**src/rtl/eseram_bank_mapper.sv**
```systemverilog
// -----------------------------------------------------------------------------
// eseram_bank_mapper
//   Cartridge-slot memory mapper with four 8 KB bank registers (ASCII8 /
//   ESE-RAM style) covering 0x4000-0xBFFF. CPU cycles are translated into
//   single-outstanding, handshaked requests to an SDRAM arbiter port.
//   eseram_memory_id selects the 1 MB SDRAM window.
//
// Ports
//   clk21m, reset         : clock, asynchronous active-high reset
//   req/ack/wrt/adr/dbo/dbi: CPU side (req level held until ack, ack one pulse)
//   eseram_memory_id      : SDRAM window select, captured at request launch
//   mem_req/mem_ack       : SDRAM handshake (level request, pulse completion)
//   mem_wrt/mem_adr/mem_dbo/mem_dbi : SDRAM command and data
// -----------------------------------------------------------------------------
module eseram_bank_mapper #(
   parameter int BANK_BITS = 7,
   parameter int TIMEOUT   = 255
) (
   input  logic        clk21m,
   input  logic        reset,
   input  logic        req,
   output logic        ack,
   input  logic        wrt,
   input  logic [15:0] adr,
   input  logic [7:0]  dbo,
   output logic [7:0]  dbi,
   input  logic [4:0]  eseram_memory_id,
   output logic        mem_req,
   input  logic        mem_ack,
   output logic        mem_wrt,
   output logic [24:0] mem_adr,
   output logic [7:0]  mem_dbo,
   input  logic [7:0]  mem_dbi
);

   localparam int CNT_W = (TIMEOUT < 2) ? 1 : $clog2(TIMEOUT + 1);

   typedef enum logic [1:0] {IDLE, MEM, DONE, RELEASE} state_t;

   state_t           r_state, w_state_nx;
   logic             r_ack, w_ack_nx;
   logic [7:0]       r_dbi, w_dbi_nx;
   logic             r_mem_req, w_mem_req_nx;
   logic             r_mem_wrt, w_mem_wrt_nx;
   logic [24:0]      r_mem_adr, w_mem_adr_nx;
   logic [7:0]       r_mem_dbo, w_mem_dbo_nx;
   logic [7:0]       r_bank [0:3];
   logic [7:0]       w_bank_nx [0:3];
   logic [CNT_W-1:0] r_cnt, w_cnt_nx;

   logic             w_in_range;
   logic [1:0]       w_page;
   logic             w_regwin_wr;
   logic [7:0]       w_bank;
   logic             w_wr_blocked;

   // Pages 0x4000/0x6000/0x8000/0xA000 have adr[15:13] = 010/011/100/101,
   // so adr[15:13]-2 reduces to {adr[15], adr[13]} inside the valid range.
   assign w_in_range   = (adr[15:14] == 2'b01) || (adr[15:14] == 2'b10);
   assign w_page       = {adr[15], adr[13]};
   assign w_regwin_wr  = wrt && (adr[15:13] == 3'b011);
   assign w_bank       = r_bank[w_page];
   assign w_wr_blocked = wrt && !w_bank[7];

   always_comb begin
      w_state_nx   = r_state;
      w_ack_nx     = 1'b0;
      w_dbi_nx     = r_dbi;
      w_mem_req_nx = r_mem_req;
      w_mem_wrt_nx = r_mem_wrt;
      w_mem_adr_nx = r_mem_adr;
      w_mem_dbo_nx = r_mem_dbo;
      w_cnt_nx     = r_cnt;
      for (int i = 0; i < 4; i++) w_bank_nx[i] = r_bank[i];

      case (r_state)
         IDLE: begin
            if (req) begin
               if (w_regwin_wr) begin
                  // Register window swallows the write; SDRAM never sees it.
                  w_bank_nx[adr[12:11]] = dbo;
                  w_state_nx            = DONE;
               end else if (!w_in_range || w_wr_blocked) begin
                  if (!wrt) w_dbi_nx = 8'hFF;
                  w_state_nx = DONE;
               end else begin
                  w_mem_req_nx = 1'b1;
                  w_mem_wrt_nx = wrt;
                  w_mem_adr_nx = 25'({eseram_memory_id, w_bank[BANK_BITS-1:0], adr[12:0]});
                  w_mem_dbo_nx = dbo;
                  w_cnt_nx     = '0;
                  w_state_nx   = MEM;
               end
            end
         end
         MEM: begin
            if (mem_ack) begin
               w_mem_req_nx = 1'b0;
               if (!r_mem_wrt) w_dbi_nx = mem_dbi;
               w_state_nx = DONE;
            end else if (r_cnt == CNT_W'(TIMEOUT)) begin
               // Arbiter never answered: release the bus and return open-bus data.
               w_mem_req_nx = 1'b0;
               w_dbi_nx     = 8'hFF;
               w_state_nx   = DONE;
            end else begin
               w_cnt_nx = r_cnt + 1'b1;
            end
         end
         DONE: begin
            w_ack_nx   = 1'b1;
            w_state_nx = RELEASE;
         end
         RELEASE: begin
            // Wait for the CPU to drop req so a held request is not replayed.
            if (!req) w_state_nx = IDLE;
         end
         default: w_state_nx = IDLE;
      endcase
   end

   always_ff @(posedge clk21m or posedge reset) begin
      if (reset) begin
         r_state   <= IDLE;
         r_ack     <= 1'b0;
         r_dbi     <= 8'hFF;
         r_mem_req <= 1'b0;
         r_mem_wrt <= 1'b0;
         r_mem_adr <= '0;
         r_mem_dbo <= '0;
         r_cnt     <= '0;
         r_bank[0] <= 8'h00;
         r_bank[1] <= 8'h01;
         r_bank[2] <= 8'h02;
         r_bank[3] <= 8'h03;
      end else begin
         r_state   <= w_state_nx;
         r_ack     <= w_ack_nx;
         r_dbi     <= w_dbi_nx;
         r_mem_req <= w_mem_req_nx;
         r_mem_wrt <= w_mem_wrt_nx;
         r_mem_adr <= w_mem_adr_nx;
         r_mem_dbo <= w_mem_dbo_nx;
         r_cnt     <= w_cnt_nx;
         for (int i = 0; i < 4; i++) r_bank[i] <= w_bank_nx[i];
      end
   end

   assign ack     = r_ack;
   assign dbi     = r_dbi;
   assign mem_req = r_mem_req;
   assign mem_wrt = r_mem_wrt;
   assign mem_adr = r_mem_adr;
   assign mem_dbo = r_mem_dbo;

endmodule

```
**config.mk**
```make
export PLATFORM = sky130hd
export DESIGN_NAME = eseram_bank_mapper
export DESIGN_NICKNAME = d
export VERILOG_FILES = /design/src/rtl/eseram_bank_mapper.sv
export SDC_FILE = /design/constraint.sdc
export NUM_CORES = 1
export LEC_CHECK = 0
export CAP_MARGIN = 20
export CORE_MARGIN = 1
export CORE_UTILIZATION = 40
export CTS_CLUSTER_SIZE = 40
export DETAILED_ROUTE_END_ITERATION = 10
export PLACE_DENSITY = 0.75
export REMOVE_ABC_BUFFERS = 1
export SYNTH_ARGS = -nofsm -noshare
export SYNTH_HDL_FRONTEND = slang
export SYNTH_SLANG_ARGS = --single-unit
```
**constraint.sdc**
```tcl
create_clock -name clk21m -period 3.73 [get_ports clk21m]
set_clock_uncertainty 0.15 [all_clocks]
set_input_delay 0.746 -clock clk21m [delete_from_list [all_inputs] [get_ports clk21m]]
set_output_delay 0.746 -clock clk21m [all_outputs]
set_load 0.05 [all_outputs]
```
==> results.yml <==
grt:
  antenna_found_initial: 0
  grt_pass1_wl_um: 13270
  gr-total-overflow: 0
  grt_use_total: 0.1676
  grt_max_degree: 47
  grt_pass1_vias: 2710
sta:
  fmax_mhz: 358.5
  hold_viol_final: 0
  slew_viol_final: 0
  tightest_slew_ps: 806.9
  setup_viol: 0
  period_share: 0.7479
  rsz0062_at_grt: "false"
  tns_ps: 0
  post-route-min-period_ps: 2790
  relSlewSlack: 0.4614
synthesis:
  synth_area_leaders: "dfrtp_1 47%, mux2_2 17%, dfstp_2 7.9%"
  synth.yosys.warnings: 0
  ys_types: 48
  synth_top_area_share: 0.4666
  synth_seq_area_share: 0.5460
  syn_area_per_cell_um2: 14.81
  synth_seq_cells: 86
  synth_most_common_cell: "dfrtp_1"
  async_flop_share: 1.000
  synth_ff_type: "dfrtp_1"
  syn_area_mm2: 0.003969
  synthCells: 268
  synth_top_area_cell: "dfrtp_1"
  synth-edff-count: 0
  synth_common_cells: "74 x dfrtp_1, 61 x mux2_2, 12 x dfstp_2"
worst_setup_path:
  criticalPathCategory: "reg2reg"
  worst_path_largest_cell_delay_ps: 560
  cp_max_fo: 11
  cp_data_arrival_time_ps: 2920
  path_cells: "inv_1 > ha_1 > inv_1 > nor2_1 > o21ai_0 > a2111o_1 > o22a_1"
  cpMostUsedCell: "inv_1"
  critPathLaunchType: "flip-flop"
  r2r_slack_ps: 940
  cp_num_buf_inv: 2
  rr_startpoint: "r_state[1]"
  rr_worst_depth: 7
  cp-end-kind: "flip-flop"
  required_ps: 3860
  slowest_stage: "a2111o_1"
  crit_family: "compound AO/OA/AOI/OAI gates"
  r2r_end: "dbi[1]"
layout:
  finalNetCount: 409
  drive_above_1_share: 0.3115
  insertedDiodeCount: 0
  area_growth_pct: 30.52
  fin_util: 0.5502
drt:
  wl_per_cell_um: 16.11
  vias_per_cell: 5.184
  firstDrtPassIters: 4
  ant_nets: 0
  first_iter_violations: 83
  vias: 2566
  wl_um: 7974
  drcViolationCount: 0
clock_tree:
  tritoncts: "yes"
  cts_sinks: 86
  clkTransAtPathRegs_ps: 80
  cts_resized: 0
  cts-buffers-inserted: 9
  insertion_delay_ps: 350
  hold_buffers: 0
  post_cts_buffers: 0
  cts-root-buf: "clkbuf_8"
  clk_path_buf_depth: 2
  htreeDepth: 3
hold_path:
  min_path_type: "reg2reg"
  hold_depth: 1
  min-delay-start: "mem_dbo[3]"
  worstHoldEndpoint: "mem_dbo[3]"
die:
  core-area_mm2: 0.009415
  rows: 35
  die_w_um: 101.6
  die_area_mm2: 0.01032
  fp.dieH_um: 101.6
  num_io_pins: 86
  initial_core_util: 0.4215
power:
  p_leak_nw: 2.292
  power.density_mw_per_mm2: 746.6
  peakVddDrop_mv: 0.4766
place:
  dp_hpwl_um: 5688
  io_buffers: 85
  place.gp.congestion: 0.7872
run:
  cap_violations: 0
outcome:
  status: "finished, final reports clean"
state kept, by name, indices dropped and copies added, names as in the netlist:
name / flops
mem_adr: 25
r_state: 2
mem_wrt: 1
ack: 1
mem_req: 1
r_cnt: 8
mem_dbo: 8
dbi: 8
r_bank: 32
cells by family (layout without fill, tap and decap cells):
group,count (synthesis),in the layout,synth area share
adders and majority gates,6,6,0.01892
buffers and inverters,14,112,0.02553
DFF,86,86,0.5460
AOI/OAI and AO/OA,42,42,0.09206
muxes,76,76,0.2427
and+or+nand+nor,44,44,0.07472
metal layers:
| metal | global-route usage | share of wire |
|---|---|---|
| met5 | 0 | 0 |
| met4 | 0.06577 | 0.018 |
| met2 | 0.2796 | 0.51 |
| met3 | 0.03520 | 0.041 |
| met1 | 0.2139 | 0.44 |
layout make-up:
class                      instances  area [um2]
clock buffer                      11       131.4
fill                             799        4235
timing repair buffer              90       888.4
inverter                           6       23.77
tap                              129       161.4
sequential                        86        2167
multi-input combinational        168        1700
clock inverter                     5       107.6
worst max-delay path by stage:
stage	from	slack, ps	cells past startpoint	endpoint
global route	r_state[1]	710	7	dbi[2]
finish	r_state[1]	940	7	dbi[1]
detailed placement	adr[15]	690	5	mem_dbo[4]
global placement	adr[15]	720	5	mem_adr[23]
CTS	r_state[1]	940	7	dbi[6]
floorplan	reset	630	1	ack
cells in the final DEF (no fill, tap or decap), drive strengths merged, types with 2 or more instances in the layout:
master / instances
nor2: 10
a31oi: 4
dfstp: 12
and3: 3
and3b: 4
mux2: 68
nand2b: 2
nor2b: 2
dfrtp: 74
clkinv: 3
clkbuf: 11
o22a: 8
or2b: 2
buf: 5
o21ai: 8
bufinv: 3
a221oi: 2
clkdlybuf4s50: 85
nand3: 8
mux4: 7
inv: 5
nand2: 9
nand4b: 2
a41oi: 2
ha: 6
a21oi: 8
per-stage QoR:
stage          total power, mW  hold WS (ps)  instance area [um2]  setup slack (ps)  cells
2_1_floorplan            2.537         320.2                 3890             632.0    260
3_3_place_gp             3.086         327.8                 4941             724.7    479
3_5_place_dp             3.123         330.0                 4941             687.2    479
4_1_cts                  3.903         350.1                 5180             941.0    495
5_1_grt                  4.047         370.0                 5180             705.2    495
6_report                 3.868         344.8                 5180             940.4    495
worst reg2reg max path: cells and delay by family, from the launching register on:
kind	cells	cell delay [ps]
simple gates	1	280
buf+inv	2	390
flops	1	420
fa+ha+maj	1	460
compound gates	3	1030
power by group:
| group | switching, mW | internal, mW | leakage, nW |
|---|---|---|---|
| clock | 0.324 | 0.448 | 0.118 |
| combinational | 1.08 | 0.654 | 1.07 |
| sequential | 0.143 | 1.22 | 1.10 |
No activity file was read; power rests on OpenSTA's default activity.
